### config.mk
export PLATFORM = sky130hd
export DESIGN_NAME = operand_feeder
export DESIGN_NICKNAME = d
export VERILOG_FILES = /design/src/rtl/operand_feeder.sv
export SDC_FILE = /design/constraint.sdc
export NUM_CORES = 1
export LEC_CHECK = 0
export ABC_AREA = 1
export CORE_MARGIN = 5
export CORE_UTILIZATION = 30
export CTS_BUF_LIST = sky130_fd_sc_hd__clkbuf_8
export DETAILED_ROUTE_END_ITERATION = 8
export HOLD_SLACK_MARGIN = 0.15
export SLEW_MARGIN = 25
export SYNTH_ARGS = -nofsm -noshare
export SYNTH_HDL_FRONTEND = slang
export SYNTH_SLANG_ARGS = --single-unit
### constraint.sdc
create_clock -name clk -period 2.48 [get_ports clk]
set_clock_uncertainty 0.15 [all_clocks]
set_input_delay 0.496 -clock clk [delete_from_list [all_inputs] [get_ports clk]]
set_output_delay 0.496 -clock clk [all_outputs]
set_load 0.01 [all_outputs]
### src/rtl/operand_feeder.sv
// Reads A (2xK) then B (Kx2) from a 1-cycle-latency SRAM port and streams them
// as two AXI-Stream bursts through a 2-entry tagged FIFO with empty-bypass.
//
// state   | meaning
// IDLE    | waiting for start; rejects illegal cfg_k with an err pulse
// ISSUE_A | issuing the 2K reads of A
// ISSUE_B | issuing the 2K reads of B
// DRAIN   | all reads issued, waiting for the B TLAST handshake
module operand_feeder #(
    parameter int DATA_W = 32,
    parameter int K_MAX  = 64,
    parameter int ADDR_W = 16
) (
    input  logic              clk,
    input  logic              rst_n,
    input  logic              start,
    input  logic [15:0]       cfg_k,
    input  logic [ADDR_W-1:0] cfg_a_base,
    input  logic [ADDR_W-1:0] cfg_b_base,
    output logic              busy,
    output logic              done,
    output logic              err,
    output logic              mem_rd_en,
    output logic [ADDR_W-1:0] mem_rd_addr,
    input  logic [DATA_W-1:0] mem_rd_data,
    output logic [DATA_W-1:0] m_axis_a_tdata,
    output logic              m_axis_a_tvalid,
    output logic              m_axis_a_tlast,
    input  logic              m_axis_a_tready,
    output logic [DATA_W-1:0] m_axis_b_tdata,
    output logic              m_axis_b_tvalid,
    output logic              m_axis_b_tlast,
    input  logic              m_axis_b_tready
);
    localparam int CNT_W = 17;

    typedef enum logic [1:0] {IDLE, ISSUE_A, ISSUE_B, DRAIN} state_t;

    state_t             state;
    logic [CNT_W-1:0]   remaining;
    logic [CNT_W-1:0]   two_k;
    logic [ADDR_W-1:0]  ptr;
    logic [ADDR_W-1:0]  b_base_r;
    logic               en_stream, en_last;
    logic               rd_valid, rd_stream, rd_last;

    logic [DATA_W-1:0]  fifo_data   [2];
    logic               fifo_stream [2];
    logic               fifo_last   [2];
    logic               wr_ptr, rd_ptr;
    logic [1:0]         count;

    logic               head_valid, head_stream, head_last;
    logic [DATA_W-1:0]  head_data;
    logic               pop, push, pop_stored, issue_ok, k_ok;
    logic [2:0]         occ;

    // An empty FIFO passes the arriving read word straight to the head.
    always_comb begin
        head_valid  = (count != 2'd0) || rd_valid;
        head_data   = mem_rd_data;
        head_stream = rd_stream;
        head_last   = rd_last;
        if (count != 2'd0) begin
            head_data   = fifo_data[rd_ptr];
            head_stream = fifo_stream[rd_ptr];
            head_last   = fifo_last[rd_ptr];
        end
        pop        = head_valid && (head_stream ? m_axis_b_tready : m_axis_a_tready);
        pop_stored = pop && (count != 2'd0);
        push       = rd_valid && !((count == 2'd0) && pop);
        // Everything that will land in the FIFO: stored, arriving, and issued now.
        occ        = {1'b0, count} + {2'b0, rd_valid} + {2'b0, mem_rd_en};
        issue_ok   = (occ < 3'd2) || ((occ == 3'd2) && pop);
        k_ok       = (cfg_k != 16'd0) && (32'(cfg_k) <= K_MAX);
    end

    assign m_axis_a_tvalid = head_valid && !head_stream;
    assign m_axis_a_tdata  = m_axis_a_tvalid ? head_data : '0;
    assign m_axis_a_tlast  = m_axis_a_tvalid && head_last;
    assign m_axis_b_tvalid = head_valid && head_stream;
    assign m_axis_b_tdata  = m_axis_b_tvalid ? head_data : '0;
    assign m_axis_b_tlast  = m_axis_b_tvalid && head_last;

    always_ff @(posedge clk or negedge rst_n) begin
        if (!rst_n) begin
            wr_ptr <= 1'b0;
            rd_ptr <= 1'b0;
            count  <= 2'd0;
            for (int i = 0; i < 2; i++) begin
                fifo_data[i]   <= '0;
                fifo_stream[i] <= 1'b0;
                fifo_last[i]   <= 1'b0;
            end
        end else begin
            if (push) begin
                fifo_data[wr_ptr]   <= mem_rd_data;
                fifo_stream[wr_ptr] <= rd_stream;
                fifo_last[wr_ptr]   <= rd_last;
                wr_ptr              <= ~wr_ptr;
            end
            if (pop_stored)
                rd_ptr <= ~rd_ptr;
            count <= count + {1'b0, push} - {1'b0, pop_stored};
        end
    end

    always_ff @(posedge clk or negedge rst_n) begin
        if (!rst_n) begin
            state       <= IDLE;
            busy        <= 1'b0;
            done        <= 1'b0;
            err         <= 1'b0;
            mem_rd_en   <= 1'b0;
            mem_rd_addr <= '0;
            remaining   <= '0;
            two_k       <= '0;
            ptr         <= '0;
            b_base_r    <= '0;
            en_stream   <= 1'b0;
            en_last     <= 1'b0;
            rd_valid    <= 1'b0;
            rd_stream   <= 1'b0;
            rd_last     <= 1'b0;
        end else begin
            done      <= 1'b0;
            err       <= 1'b0;
            mem_rd_en <= 1'b0;
            rd_valid  <= mem_rd_en;
            rd_stream <= en_stream;
            rd_last   <= en_last;
            case (state)
                IDLE: begin
                    // busy stays up through the done cycle, which is spent in IDLE
                    busy <= start && k_ok;
                    if (start && k_ok) begin
                        state       <= ISSUE_A;
                        two_k       <= {cfg_k, 1'b0};
                        remaining   <= {cfg_k, 1'b0} - CNT_W'(1);
                        b_base_r    <= cfg_b_base;
                        mem_rd_en   <= 1'b1;
                        mem_rd_addr <= cfg_a_base;
                        ptr         <= cfg_a_base + ADDR_W'(1);
                        en_stream   <= 1'b0;
                        en_last     <= 1'b0;
                    end else if (start) begin
                        err <= 1'b1;
                    end
                end
                ISSUE_A: begin
                    if (issue_ok) begin
                        mem_rd_en   <= 1'b1;
                        mem_rd_addr <= ptr;
                        en_stream   <= 1'b0;
                        en_last     <= (remaining == CNT_W'(1));
                        if (remaining == CNT_W'(1)) begin
                            state     <= ISSUE_B;
                            ptr       <= b_base_r;
                            remaining <= two_k;
                        end else begin
                            ptr       <= ptr + ADDR_W'(1);
                            remaining <= remaining - CNT_W'(1);
                        end
                    end
                end
                ISSUE_B: begin
                    if (issue_ok) begin
                        mem_rd_en   <= 1'b1;
                        mem_rd_addr <= ptr;
                        ptr         <= ptr + ADDR_W'(1);
                        en_stream   <= 1'b1;
                        en_last     <= (remaining == CNT_W'(1));
                        remaining   <= remaining - CNT_W'(1);
                        if (remaining == CNT_W'(1))
                            state <= DRAIN;
                    end
                end
                DRAIN: begin
                    if (pop && head_stream && head_last) begin
                        state <= IDLE;
                        done  <= 1'b1;
                    end
                end
                default: state <= IDLE;
            endcase
        end
    end
endmodule

==> reports/metrics.yaml, run 1 <==
run_status:
  status: "complete, but fails checks"
  violations: "negative setup slack"
synth:
  yosys.area_share.simple_pct: 30.7
  synth_compound_area_share_pct: 11.8
  synthTopCellsByArea: "dfrtp_1 43%, nand2_1 18%, nor2_1 6.1%, o21ai_0 5.7%, inv_1 5.1%"
  synthAdderAreaFrac_pct: 2.03
  ys_warn_count: 0
  syn_area_um2: 9640
  synth-main-ff-cell: "dfrtp_1"
  synth_edf_count: 0
  avgSynthCellArea_um2: 7.05
  ys_seq_area_share_pct: 42.6
  synth.distinct_cells: 38
  synth_top_family_by_area: "simple AND/OR/NAND/NOR gates"
  syn_nets: 1466
  synth_mux_area_share_pct: 1.66
  synth_cells: 1366
  yosys.area.top_type_share_pct: 42.6
  async_flop_share_pct: 100
  synth-xor-area-share_pct: 2.45
  yosysTopAreaCell: "dfrtp_1"
  ys_ff_latch: 164
setup_path:
  critPathKind: "reg2out"
  timing.rr.end: "count[1]"
  cp-endpoint: "m_axis_a_tvalid"
  r2r_start: "count[0]"
  reg2regPathDepth: 14
  path_common_cell: "nand2_4"
  cp-end-kind: "output port"
  r2r_slack_ns: 0.04
  worstPathMaxFanout: 25
  setup.worst_path.start: "count[0]"
  critPathSlowestCell: "dfrtp_1"
  cp.required_ns: 1.83
  crit_path_cell_trace: "inv_2, nand2_4, inv_4, nand2_4, nand3_4, buf_12, inv_1, dlygate4sd2_1"
  critPathLaunchType: "flop"
  cp.arrival_ns: 1.84
  max_stage_delay_ns: 0.40
pwr:
  vdd_drop_max_mv: 0.669
  switching_share_pct: 47.2
  cellLeakagePower_nw: 6.82
  powerDensity_nw_per_um2: 1310
  fin_total_pwr_mw: 17.3
  power.switching_mw: 8.15
  internal-power_mw: 9.13
  power_frac_clock_pct: 11.0
  pwr-share-seq_pct: 25.7
  combinationalPowerShare_pct: 63.3
min_path:
  hp-class: "reg2reg"
  worstHoldPathCells: 0
final_layout:
  final_area_um2: 13100
  syn_to_final_growth_pct: 36.4
  fillerInstances: 3250
  nets: 1699
  antenna_cells: 0
  fin_util_pct: 41.5
  fin_cells: 2014
  drive_gt1_share_pct: 19.2
die:
  coreArea_um2: 31600
  start_util_pct: 30.5
  die_w_um: 189
  rows: 65
  die_area_um2: 35800
  io_pins: 173
  die_h_um: 189
placement:
  dpl.cell_count: 1963
  dp_hpwl_um: 19800
  port_buffers: 172
  placed_cell_area_um2: 12400
  place_congestion: 0.843
  dpl_worst_slack_ns: -0.215
drt:
  antenna_left: 0
  vias: 9439
  dr.pass1.iters: 6
  drc: 0
  drtIter0Drc: 484
  drt_wl_total_um: 28800
  routedWlPerCell_um: 14.3
  vias_per_cell: 4.69
sta:
  final.setup.worst_slack_ns: -0.00138
  finalSetupViolCount: 1
  min_period_ns: 2.48
  relSlewSlack_pct: 58.5
  fin_crit_sh_pct: 100
  fmax_mhz: 403
  slew_viol_final: 0
  hold_viol_final: 0
  rsz0062_at_grt: "yes"
  worstMarginPinSlew_ns: 0.622
cts:
  h-tree-depth: 4
  clkTransAtPathRegs_ns: 0.09
  numCtsBuffers: 17
  clock_sinks: 164
  cts_root_buf: "clkbuf_8"
  clock_latency_ns: 0.46
  cts_max_path_buffers: 2
  cts_tree: "yes"
global_route:
  grt_use_total_pct: 15.5
  overflow: 0
  grt_pass1_vias: 9105
  grt_max_degree: 59
  grt_pass1_wl_um: 46100
  antenna_found_initial: 0
flow_run:
  cap_viol_max_count: 0
## routing by layer
metal  share of wire [%]  vias up  GRT usage, %
met4                0.85        0          2.75
met2                  48      271          26.6
met5                   0        -             0
met3                 4.8       24          2.82
met1                  47     4367          20.8
li1                    -     4777             -
## per-stage QoR
step	hold WS, ns	TNS, ns
finish	0.232	-0.00138
floorplan	0.0504	0
global placement	0.216	-8.98
detailed placement	0.216	-16.37
CTS	0.236	-1.27
global route	0.248	-3.61
## worst max-delay path, delay by kind of cell, from the launching register on
family / cells / cell delay (ns)
buf+inv: 5 / 0.68
flops: 1 / 0.40
simple gates: 3 / 0.29
## synth_stat cells (all sizes together) (14+ instances only)
cell type,n
nand3,78
dfrtp,164
ha,14
mux2i,16
nor2,162
a21oi,74
xor2,23
buf,23
inv,139
nand2,465
o21ai,131
clkbuf,39
## layout by cell type (no fill, tap or decap), types with 51 or more instances in the layout
master / count
a21oi_1: 72
buf_2: 64
buf_4: 76
clkdlybuf4s50_1: 103
dfrtp_1: 163
inv_1: 134
nand2_1: 448
nand3_1: 51
nor2_1: 145
o21ai_0: 77
## worst min path at each step
stage	start	to	slack, ns
floorplan	rst_n	b_base_r[0]	0.05
global placement	en_stream	rd_stream	0.22
detailed placement	en_last	rd_last	0.22
CTS	en_last	rd_last	0.24
global route	en_last	rd_last	0.25
finish	en_last	rd_last	0.23
## area by class of cell
type                            count  area, um2  area share (%)
Multi-Input combinational cell   1001       5100            38.8
Tap cell                          402        503            3.83
Inverter                          139        527            4.01
Clock inverter                     10       73.8           0.562
Sequential cell                   164       4110            31.2
Timing Repair Buffer              276       2530            19.2
Clock buffer                       22        303            2.30
## power groups by stage
stage | logic [mW] | registers, mW | clock network, mW
final | 10.9 | 4.45 | 1.90
after global routing | 12.2 | 4.59 | 2.09
after CTS | 10.6 | 4.44 | 1.99
after detailed placement | 10.1 | 4.48 | 0
after global placement | 10.0 | 4.47 | 0
after floorplan | 6.09 | 4.35 | 0
## sequential cells by signal, indices dropped and copies added (netlist names)
name	count
wr_ptr	1
en_stream	1
fifo_data	64
count	2
mem_rd_en	1
en_last	1
b_base_r	16
err	1
rd_last	1
rd_valid	1
state	2
ptr	16
mem_rd_addr	16
busy	1
two_k	16
rd_ptr	1
fifo_stream	2
fifo_last	2
done	1
remaining	17
rd_stream	1
## logic make-up after synthesis
logic type,Yosys count
AND/OR/NAND/NOR,727
AO/OA/AOI/OAI,216
adder cells (fa/ha/maj),15
flip-flops,164
XOR/XNOR,27
buffers and inverters,201
multiplexers,16
## timing repair
item / 4_1_cts / 5_1_grt
setup endpoints to repair: 68 / 121
hold endpoints to repair: 43 / 0
setup buffers: 8 / 5
hold buffers: 1 / 0
gates cloned: 1 / 5
pin swaps: 2 / 13
gates resized for setup: 345 / 53
(Power assumes the default switching activity.)
==> inputs of run 2 (changes only) <==
==> constraint.sdc (replaced) <==
create_clock -name clk -period 2.3 [get_ports clk]
set_clock_uncertainty 0.15 [all_clocks]
set_input_delay 0.46 -clock clk [delete_from_list [all_inputs] [get_ports clk]]
set_output_delay 0.46 -clock clk [all_outputs]
set_load 0.01 [all_outputs]
==> reports/metrics.yaml, run 2 (synthesis gave the netlist of run 1 again) <==
run_status:
  status: "complete, but fails checks"
  violations: "negative setup slack"
pwr:
  cellLeakagePower_nw: 7.43
  powerDensity_nw_per_um2: 1490
  vdd_drop_max_mv: 0.658
die:
  io_pins: 173
  die_area_um2: 35800
  die_w_um: 189
  start_util_pct: 30.5
  die_h_um: 189
  coreArea_um2: 31600
  rows: 65
flow_run:
  cap_viol_max_count: 0
drt:
  drc: 0
  drtIter0Drc: 462
  antenna_left: 0
  vias_per_cell: 4.74
  vias: 9852
  routedWlPerCell_um: 15.6
  dr.pass1.iters: 5
  drt_wl_total_um: 32300
final_layout:
  largest-register: "fifo_data"
  largestRegisters: "fifo_data (64), remaining (17)"
  drive_gt1_share_pct: 26.6
  layout_common_cells: "408 x nand2_1, 163 x dfrtp_1, 131 x inv_1"
  fin_cells: 2077
  antenna_cells: 0
  largest_register_ffs: 64
  syn_to_final_growth_pct: 54.0
  final_common_cell: "nand2_1"
  nets: 1763
setup_path:
  reg2regPathDepth: 13
  cp-end-kind: "output port"
  r2r_slack_ns: -0.23
  cp.required_ns: 1.69
  r2r_start: "count[0]"
  worstPathMaxFanout: 6
  critPathKind: "reg2out"
  timing.rr.end: "ptr[11]"
  cp.arrival_ns: 1.93
  critPathLaunchType: "flop"
sta:
  worstMarginPinSlew_ns: 0.476
  fin_crit_sh_pct: 111
  finalSetupViolCount: 120
  hold_viol_final: 0
  fmax_mhz: 393
  relSlewSlack_pct: 68.2
  rsz0062_at_grt: "yes"
  slew_viol_final: 0
  min_period_ns: 2.54
  final.setup.worst_slack_ns: -0.242
global_route:
  grt_pass1_vias: 9746
  grt_pass1_wl_um: 49500
  grt_use_total_pct: 16.8
  antenna_found_initial: 0
  grt_max_degree: 60
  overflow: 0
placement:
  place_congestion: 0.877
  dp_hpwl_um: 20300
  port_buffers: 172
  dpl.cell_count: 1992
  dpl_worst_slack_ns: -0.324
cts:
  cts_root_buf: "clkbuf_8"
  cts_max_path_buffers: 2
  h-tree-depth: 4
  clkTransAtPathRegs_ns: 0.09
  clock_latency_ns: 0.46
  cts_tree: "yes"
  numCtsBuffers: 17
  clock_sinks: 164
min_path:
  hp-class: "reg2reg"
  holdCritStartpoint: "en_last"
  hold_end: "rd_last"
  worstHoldPathCells: 0
[run 2: worst max-delay path, cell delays in order, from the launching register on]
cell,delay (ns)
dfrtp_2,0.43
inv_4,0.07
nand2_2,0.11
nand2_4,0.08
nand2_8,0.09
nand3_4,0.19
clkbuf_16,0.22
nor2_1,0.13
buf_2,0.16
[run 2: routing by layer]
layer	wire [um]	track usage (%)	part of all wire, %
met5	0	0	0
met1	14100	21.5	43
met4	494	3.62	1.5
met2	16300	29.6	50
met3	1460	3.26	4.5
[run 2: final cells by class]
| type | count | area [um2] |
|---|---|---|
| tap | 402 | 503 |
| clock inverter | 12 | 120 |
| clock buffer | 19 | 262 |
| timing repair buffer | 339 | 3640 |
| inverter | 139 | 542 |
| fill | 3025 | 16800 |
| sequential | 164 | 4110 |
| multi-input combinational | 1002 | 5670 |
[run 2: worst max path at each step]
stage / start / to / slack, ns / cells after the start
floorplan: mem_rd_en / ptr[3] / 0.07 / 11
global placement: cfg_k[1] / ptr[8] / -0.23 / 13
detailed placement: cfg_k[1] / remaining[1] / -0.32 / 14
CTS: count[0] / m_axis_a_tdata[8] / -0.19 / 8
global route: count[0] / m_axis_a_tdata[21] / -0.33 / 8
finish: rd_ptr / m_axis_a_tdata[31] / -0.24 / 8
[run 2: power breakdown]
group,switching [mW],internal [mW]
Combinational,8.35,6.73
Clock,1.21,0.934
Sequential,0.833,4.00
[run 2: stage by stage]
step / TNS, ns / area, um2 / power, mW / utilization [%] / hold slack, ns
after global placement: -23.83 / 12600 / 15.8 / 39.9 / 0.209
after global routing: -32.67 / 14800 / 23.8 / 46.9 / 0.242
after CTS: -13.72 / 13800 / 19.9 / 43.5 / 0.222
after floorplan: 0 / 9640 / 11.3 / - / 0.0144
after detailed placement: -32.45 / 12600 / 16.0 / 39.9 / 0.205
final: -19.04 / 14800 / 22.1 / 46.9 / 0.221
[run 2: what timing repair did]
item                                    CTS  global route
endpoints found under the setup margin  100           153
pin swaps                                22            57
gates resized for setup                 429           182
endpoints found under the hold margin   164             0
cloned                                   12            14
hold buffers                              1             0
buffers inserted                         22             8
